<file path="src/rtl/jedro_1_ifu.sv">
// ============================================================================
// jedro_1_ifu -- instruction fetch unit for the jedro_1 core.
//
// Issues sequential word fetches to a synchronous ROM (1-cycle read latency),
// buffers the returned words together with their PCs in a small prefetch
// FIFO and presents the FIFO head to the decoder with a valid/ready handshake.
// A taken branch/jump redirect flushes the FIFO, kills any in-flight
// response and restarts fetching at the target address.
//
// Optional feature macro: JEDRO_1_IFU_MISALIGN_CHK_EN
//   defined   : a redirect to a non word-aligned target raises a sticky
//               misalign_o and halts fetching until an aligned redirect.
//   undefined : the low two target bits are ignored, misalign_o is tied 0.
// ============================================================================
module jedro_1_ifu #(
   parameter int                    DATA_WIDTH = 32,
   parameter int                    ADDR_WIDTH = 32,
   parameter logic [ADDR_WIDTH-1:0] BOOT_ADDR  = '0,
   parameter int                    FIFO_DEPTH = 4
) (
   input  logic                  clk_i,
   input  logic                  rstn_i,
   // ROM read port
   output logic [ADDR_WIDTH-1:0] mem_addr_o,
   input  logic [DATA_WIDTH-1:0] mem_rdata_i,
   // redirect from the ALU stage
   input  logic                  jmp_instr_i,
   input  logic [ADDR_WIDTH-1:0] jmp_addr_i,
   // decoder side
   output logic [DATA_WIDTH-1:0] instr_o,
   output logic [ADDR_WIDTH-1:0] pc_o,
   output logic                  valid_o,
   input  logic                  ready_i,
   output logic                  misalign_o
);

   localparam int PTR_W = (FIFO_DEPTH > 1) ? $clog2(FIFO_DEPTH) : 1;
   localparam int CNT_W = PTR_W + 1;
   localparam logic [CNT_W:0]      DEPTH_C = (CNT_W+1)'(FIFO_DEPTH);
   localparam logic [ADDR_WIDTH-1:0] PC_STEP = ADDR_WIDTH'(4);

   // -------------------------------------------------------------------------
   // State
   // -------------------------------------------------------------------------
   logic [ADDR_WIDTH-1:0] fetch_pc_reg;
   logic [ADDR_WIDTH-1:0] fetch_pc_next;
   logic                  inflight_reg;
   logic                  inflight_next;
   logic [ADDR_WIDTH-1:0] inflight_pc_reg;
   logic [ADDR_WIDTH-1:0] inflight_pc_next;
   logic [PTR_W-1:0]      wr_ptr_reg;
   logic [PTR_W-1:0]      wr_ptr_next;
   logic [PTR_W-1:0]      rd_ptr_reg;
   logic [PTR_W-1:0]      rd_ptr_next;
   logic [CNT_W-1:0]      count_reg;
   logic [CNT_W-1:0]      count_next;

   // prefetch storage: one instruction word and its PC per entry
   logic [DATA_WIDTH-1:0] instr_mem [FIFO_DEPTH];
   logic [ADDR_WIDTH-1:0] pc_mem    [FIFO_DEPTH];

   // -------------------------------------------------------------------------
   // Control
   // -------------------------------------------------------------------------
   logic                  halt;        // fetch stopped by a misaligned target
   logic [ADDR_WIDTH-1:0] jmp_tgt;     // effective redirect target
   logic [CNT_W:0]        occupancy;   // buffered words plus the one in flight
   logic                  issue;
   logic                  push;
   logic                  pop;

`ifdef JEDRO_1_IFU_MISALIGN_CHK_EN
   logic misalign_reg;

   assign jmp_tgt    = jmp_addr_i;
   assign halt       = misalign_reg;
   assign misalign_o = misalign_reg;

   // Sticky flag: set by a misaligned redirect, cleared by the next aligned one
   always_ff @(posedge clk_i or negedge rstn_i) begin
      if (!rstn_i) begin
         misalign_reg <= 1'b0;
      end else if (jmp_instr_i) begin
         misalign_reg <= |jmp_addr_i[1:0];
      end
   end
`else
   // Targets are always treated as word aligned.
   assign jmp_tgt    = {jmp_addr_i[ADDR_WIDTH-1:2], jmp_addr_i[1:0] & 2'b00};
   assign halt       = 1'b0;
   assign misalign_o = 1'b0;
`endif

   // Handshake decode: issue only when the FIFO can absorb the response,
   // never during a redirect; a redirect kills the response arriving now.
   always_comb begin
      occupancy = {1'b0, count_reg} + {{CNT_W{1'b0}}, inflight_reg};
      issue     = !jmp_instr_i && !halt && (occupancy < DEPTH_C);
      push      = inflight_reg && !jmp_instr_i;
      pop       = (count_reg != '0) && ready_i;
   end

   // Next-state for fetch address, in-flight tracking and FIFO pointers
   always_comb begin
      fetch_pc_next    = fetch_pc_reg;
      inflight_next    = issue;
      inflight_pc_next = inflight_pc_reg;
      wr_ptr_next      = wr_ptr_reg;
      rd_ptr_next      = rd_ptr_reg;
      count_next       = count_reg;

      if (issue) begin
         fetch_pc_next    = fetch_pc_reg + PC_STEP;   // wraps modulo 2^ADDR_WIDTH
         inflight_pc_next = fetch_pc_reg;
      end

      if (jmp_instr_i) begin
         // A pop in this cycle was accepted by the decoder; the flush
         // discards everything else that is buffered.
         fetch_pc_next = jmp_tgt;
         wr_ptr_next   = '0;
         rd_ptr_next   = '0;
         count_next    = '0;
      end else begin
         if (push) begin
            wr_ptr_next = wr_ptr_reg + PTR_W'(1);
         end
         if (pop) begin
            rd_ptr_next = rd_ptr_reg + PTR_W'(1);
         end
         count_next = count_reg + CNT_W'(push) - CNT_W'(pop);
      end
   end

   // Control state registers
   always_ff @(posedge clk_i or negedge rstn_i) begin
      if (!rstn_i) begin
         fetch_pc_reg    <= BOOT_ADDR;
         inflight_reg    <= 1'b0;
         inflight_pc_reg <= '0;
         wr_ptr_reg      <= '0;
         rd_ptr_reg      <= '0;
         count_reg       <= '0;
      end else begin
         fetch_pc_reg    <= fetch_pc_next;
         inflight_reg    <= inflight_next;
         inflight_pc_reg <= inflight_pc_next;
         wr_ptr_reg      <= wr_ptr_next;
         rd_ptr_reg      <= rd_ptr_next;
         count_reg       <= count_next;
      end
   end

   // Prefetch storage: the ROM response is captured with its tag PC at the tail
   always_ff @(posedge clk_i or negedge rstn_i) begin
      if (!rstn_i) begin
         for (int i = 0; i < FIFO_DEPTH; i++) begin
            instr_mem[i] <= '0;
            pc_mem[i]    <= '0;
         end
      end else if (push) begin
         instr_mem[wr_ptr_reg] <= mem_rdata_i;
         pc_mem[wr_ptr_reg]    <= inflight_pc_reg;
      end
   end

   // -------------------------------------------------------------------------
   // Outputs
   // -------------------------------------------------------------------------
   assign mem_addr_o = fetch_pc_reg;
   assign instr_o    = instr_mem[rd_ptr_reg];
   assign pc_o       = pc_mem[rd_ptr_reg];
   assign valid_o    = (count_reg != '0);

endmodule

</file>
<file path="config.mk">
export PLATFORM = sky130hd
export DESIGN_NAME = jedro_1_ifu
export DESIGN_NICKNAME = d
export VERILOG_FILES = /design/src/rtl/jedro_1_ifu.sv
export SDC_FILE = /design/constraint.sdc
export NUM_CORES = 1
export LEC_CHECK = 0
export ABC_AREA = 1
export CAP_MARGIN = 20
export CORE_MARGIN = 5
export CORE_UTILIZATION = 45
export CTS_CLUSTER_DIAMETER = 40
export CTS_CLUSTER_SIZE = 30
export DETAILED_ROUTE_END_ITERATION = 8
export DONT_BUFFER_PORTS = 1
export MAX_ROUTING_LAYER = met4
export PLACE_DENSITY_LB_ADDON = 0.05
export SLEW_MARGIN = 20
export SYNTH_ARGS = -nofsm -noshare
export SYNTH_HDL_FRONTEND = slang
export SYNTH_SLANG_ARGS = --single-unit
</file>
<file path="constraint.sdc">
create_clock -name clk_i -period 2.1 [get_ports clk_i]
set_clock_uncertainty 0.15 [all_clocks]
set_input_delay 0 -clock clk_i [delete_from_list [all_inputs] [get_ports clk_i]]
set_output_delay 0 -clock clk_i [all_outputs]
set_load 0.05 [all_outputs]
</file>
==> run metrics, run 1 <==
Max Clock Freq 468.9 MHz; most common cell in the netlist nand2_1; Root Driver clkbuf_16; Starting Density 45.73%; Crit Path Category flip-flop to output pin; Detail Route Antenna Nets 0; top cells by count, synth 393 x nand2_1, 385 x o21ai_0, 316 x dfrtp_1; Static Leak 8.863 nW; Die W 189.5 µm; number of core rows 65; worst slew pin tran 0.7928 ns; DRC 0; Final Cell Area 0.01859 mm²; Primary FF master, synth dfrtp_1; PortBufs 0; CTS clk-pin slew, worst paths 0.06 ns; crit path from rd_ptr_reg[0]$_DFFE_PN0P_; final setup margin -0.03277 ns; post-synth top area cell dfrtp_1; path depth of the worst reg2reg path 9; Worst setup endpoint pc_o[10]; vias post-DR 12030; max FFs per register 128; RD Place Congestion 0.8429; die area 0.03592 mm²; ys async rst share 100.0%; worst hold margin -0.9806 ns; crit end category output pin; CP peak stage delay 0.54 ns; largest registers instr_mem (128), pc_mem (120); unrepaired setup endpoints after global routing yes; register area 0.007913 mm²; core area 0.03172 mm²; Peak VDD IR 0.9078 mV; Syn Std Cell Area 0.01450 mm²; Worst EP arrival 1.98 ns; Hold Vio Cnt, Final 316; Worst path top cell family by delay buffers and inverters; synthesis-stage register bit count 316; r2r endpoint count_reg[2]$_DFF_PN0_; # hold bufs at CTS 78; Syn Area/Cell 8.413 µm²; # Max-Cap Violations 0; Crit-path slowest cell dfrtp_4; reg-to-reg startpoint count_reg[2]$_DFF_PN0_; DP HPWL 23.54 mm; Synth Warn # 0; WL per Instance 17.00 µm; CP required 1.95 ns; r2r setup slk 0.14 ns; number of cells on the critical path 5; clock tree buffer depth 3; top area cells in the synthesized netlist dfrtp_1 55%, o21ai_0 13%, nand2_1 10%, nor2_1 4.4%, inv_1 3.4%; largest net degree at the start of global routing 317; relative slew slack 47.14%; Period minus WS final 2.133 ns; share of the synthesized area in the top cell type 54.52%; area occupied by multi-input gates 0.005658 mm²; grt ovf 0; crit-path most repeated cell buf_4; share of cells above drive strength 1 16.47%; worst-path fanout max 16; count of final setup violators 5; # H-tree levels 2; Nets 1965; Total Wirelength 39.58 mm; Post-synth EDFFs 0; clock sink count 316; worst min path class input pin to async pin; Fillers 2883; IO Pins 166; Layout Area Growth over Synthesis 28.16%; vias in the first global route 11850; Pre-Repair DR Iteration Count 4; cells after synthesis 1724; sequential area share after synthesis 54.52%; CTS tree yes; later-pin clock latency in the skew report 0.54 ns; Layout Utilization 58.60%; Critical Path Source Type flip-flop; Top reg by flops instr_mem; status complete, but fails checks; total power 30.58 mW; pins over their slew limit 0; PD cells 1645 mW/mm²; failing checks hold timing, setup timing; drt via density 5.169; final period utilization 101.6%; CTS buffer count 46; Total GRT Usage 21.59%; library cells used by synthesis 35; die span in y 189.5 µm; CP Cell Sequence buf_4, buf_12, o21ai_0, o22ai_1, buf_4; first-pass GRT wire length 62.32 mm; placed instance area 0.01562 mm²; Fin Setup TNS -0.08617 ns; WP buf/inv 3; initial drt markers 737; antenna violations before repair 1
layout make-up:
| type | count | share of cell area (%) |
|---|---|---|
| antenna | 1 | 0.01346 |
| clock buffer | 51 | 6.516 |
| clock inverter | 34 | 1.898 |
| inverter | 135 | 2.820 |
| multi-input combinational | 1164 | 30.44 |
| sequential | 316 | 42.57 |
| tap | 402 | 2.706 |
| timing repair buffer | 225 | 13.04 |
power breakdown:
part / internal [mW] / leakage [nW] / switching, mW
clock network: 4.55 / 0.744 / 3.07
logic: 4.40 / 4.04 / 8.65
registers: 8.50 / 4.08 / 1.42
total: 17.4 / 8.86 / 13.1
what timing repair did:
item	CTS	global route
gates cloned	2	9
setup endpoints to repair	45	56
buffers inserted	0	9
hold endpoints to repair	539	316
gates resized for setup	18	98
pin swaps	0	22
how the worst min path moves through the flow:
stage	from	to
floorplan	rstn_i	count_reg[0]$_DFF_PN0_
global placement	rstn_i	instr_mem[103]$_DFFE_PN0P_
detailed placement	rstn_i	instr_mem[103]$_DFFE_PN0P_
CTS	rstn_i	pc_mem[113]$_DFFE_PN0P_
global route	rstn_i	instr_mem[103]$_DFFE_PN0P_
finish	rstn_i	pc_mem[52]$_DFFE_PN0P_
through the flow:
step | setup WS (ns) | instances
floorplan | 0.05640 | 1728
global placement | 0.05713 | 2144
detailed placement | 0.009535 | 2144
CTS | -0.06339 | 2309
global route | -0.09448 | 2328
finish | -0.03277 | 2328
cells by family after synthesis:
group	after synthesis	synth area share, %
compound gates	494	17.95
buf+inv	248	7.919
fa+ha+maj	9	0.8282
xor+xnor	11	0.6642
simple gates	645	18.09
flops	316	54.52
other cells	1	0.02586
layer usage:
layer / part of all wire, % / global-route usage (%) / vias to the layer above
met1: 47 / 29.52 / 5739
met5: 0 / - / -
li1: - / - / 5983
met3: 5.7 / 4.128 / 40
met4: 1.4 / 4.368 / 0
met2: 46 / 34.17 / 271
layout by cell type (no fill, tap or decap), types with 8 or more instances in the layout:
master,Yosys,routed
a21oi_1,12,12
buf_12,0,23
buf_4,16,95
buf_6,17,19
clkbuf_16,0,52
clkinvlp_4,0,9
dfrtp_1,316,314
dlygate4sd3_1,0,77
ha_1,8,8
inv_1,130,129
nand2_1,393,393
nand2_2,12,8
nand3_1,43,43
nor2_1,171,157
nor2_2,10,23
o21ai_0,385,339
o21ai_1,17,58
o21ai_2,8,13
o22ai_1,62,44
o22ai_2,0,18
Note: power is estimated with default switching activity, not from simulation.
==> inputs of run 2 (changes only) <==
- RECOVER_POWER: default -> 50
- SKIP_CTS_REPAIR_TIMING: default -> 1
==> run 2 against run 1 <==
  * The run still ends with hold timing, setup timing left
  * Critical endpoint is now pc_o[15]
  * First-iteration DRC count down 8.8%
  * Critical path depth up 1
  * Die area unchanged
  * Largest power group unchanged
==> run metrics, run 2 (synthesis gave the netlist of run 1 again) <==
CP required 1.95 ns; IO Pins 166; Peak VDD IR 0.8895 mV; count of final setup violators 5; later-pin clock latency in the skew report 0.54 ns; Detail Route Antenna Nets 0; CP peak stage delay 0.49 ns; crit end category output pin; WL per Instance 17.42 µm; # H-tree levels 2; max FFs per register 128; PD cells 1654 mW/mm²; DRC 0; clock tree buffer depth 3; Layout Area Growth over Synthesis 28.50%; vias post-DR 12080; status complete, but fails checks; Starting Density 45.73%; first-pass GRT wire length 60.46 mm; Root Driver clkbuf_16; vias in the first global route 11460; Fin Setup TNS -0.06390 ns; share of cells above drive strength 1 16.09%; gr busiest metal met2; Period minus WS final 2.123 ns; r2r endpoint mem_addr_o[30]$_DFFE_PN0P_; met1 usage 28.92%; CTS tree yes; Worst EP arrival 1.97 ns; path depth of the worst reg2reg path 8; met2 Resource Use GR 32.61%; RD Place Congestion 0.8429; unrepaired setup endpoints after global routing yes; Total Wirelength 40.48 mm; largest net degree at the start of global routing 317; CTS buffer count 46; Hold Vio Cnt, Final 319; Total GRT Usage 20.97%; Die W 189.5 µm; reg-to-reg startpoint mem_addr_o[23]$_DFFE_PN0P_; number of core rows 65; worst-path fanout max 12; Crit-path slowest cell dfrtp_4; most frequent cells in the layout 393 x nand2_1, 343 x o21ai_0, 314 x dfrtp_1; Pre-Repair DR Iteration Count 5; Static Leak 8.883 nW; Nets 1961; most common cell after layout, fill and taps aside nand2_1; clock sink count 316; # Max-Cap Violations 0; Crit Path Category flip-flop to output pin; Critical Path Source Type flip-flop; largest registers instr_mem (128), pc_mem (120); core area 0.03172 mm²; failing checks hold timing, setup timing; final period utilization 101.1%; drt via density 5.198; DP HPWL 23.54 mm; worst hold margin -0.9772 ns; CP Cell Sequence buf_12, clkinv_16, buf_16, o21ai_0, o22ai_1, buf_4; die span in y 189.5 µm; initial drt markers 672; PortBufs 0; Max Clock Freq 471.1 MHz; grt ovf 0; worst slew pin tran 0.8901 ns; relative slew slack 40.66%; pins over their slew limit 0; worst min path class input pin to async pin; final setup margin -0.02260 ns; r2r setup slk 0.09 ns; met3 global-route usage 4.275%; Top reg by flops instr_mem; antenna violations before repair 1; CTS clk-pin slew, worst paths 0.06 ns; die area 0.03592 mm²
==> run 2: cell count changes in the layout (fill, tap and decap cells not counted), sizes merged <==
cell / previous run / this run
dlygate4sd3: 77 / 67
inv: 143 / 144
buf: 143 / 127
clkbuf: 56 / 77
==> run 2: metrics by stage <==
| step | total power, mW | setup WS, ns | std cells | utilization (%) | area (µm²) |
|---|---|---|---|---|---|
| 2_1_floorplan | 18.27 | 0.05640 | 1728 | - | 14520 |
| 3_3_place_gp | 21.73 | 0.05713 | 2144 | 49.25 | 15620 |
| 3_5_place_dp | 21.89 | 0.009535 | 2144 | 49.25 | 15620 |
| 4_1_cts | 29.63 | -0.1463 | 2229 | 54.19 | 17190 |
| 5_1_grt | 32.72 | -0.07612 | 2324 | 58.76 | 18640 |
| 6_report | 30.83 | -0.02260 | 2324 | 58.76 | 18640 |
==> run 2: worst max-delay path: cells and delay by family (launching register included) <==
kind / cells / cell delay (ns)
buffers and inverters: 4 / 0.64
DFF: 1 / 0.49
AOI/OAI and AO/OA: 2 / 0.30
==> run 2: area by class of cell <==
| class | instances | area, µm² |
|---|---|---|
| antenna | 1 | 2.502 |
| clock buffer | 51 | 1211 |
| clock inverter | 34 | 352.8 |
| fill | 2893 | 13080 |
| inverter | 135 | 540.5 |
| multi-input combinational | 1164 | 5673 |
| sequential | 316 | 7913 |
| tap | 402 | 503.0 |
| timing repair buffer | 220 | 2422 |
| timing repair inverter | 1 | 20.02 |
==> run 2: worst max-delay path by stage <==
stage	slack (ns)	cells past startpoint	startpoint	endpoint
finish	-0.02	6	rd_ptr_reg[0]$_DFFE_PN0P_	pc_o[15]
global route	-0.08	7	rd_ptr_reg[0]$_DFFE_PN0P_	instr_o[19]
CTS	-0.15	4	rd_ptr_reg[0]$_DFFE_PN0P_	pc_o[15]
detailed placement	0.01	9	count_reg[2]$_DFF_PN0_	count_reg[2]$_DFF_PN0_
global placement	0.06	9	count_reg[2]$_DFF_PN0_	count_reg[2]$_DFF_PN0_
floorplan	0.06	9	count_reg[1]$_DFF_PN0_	count_reg[2]$_DFF_PN0_
==> run 2: per-layer routing <==
metal	vias to the layer above	share of wire, %
met3	43	5.4
met1	5786	47
li1	5978	-
met2	272	46
met5	-	0
met4	0	1.2
==> run 2: power breakdown <==
part	switching [mW]	leakage [nW]	internal, mW
registers	1.39	4.08	8.50
clock network	3.07	0.744	4.55
logic	8.82	4.06	4.50
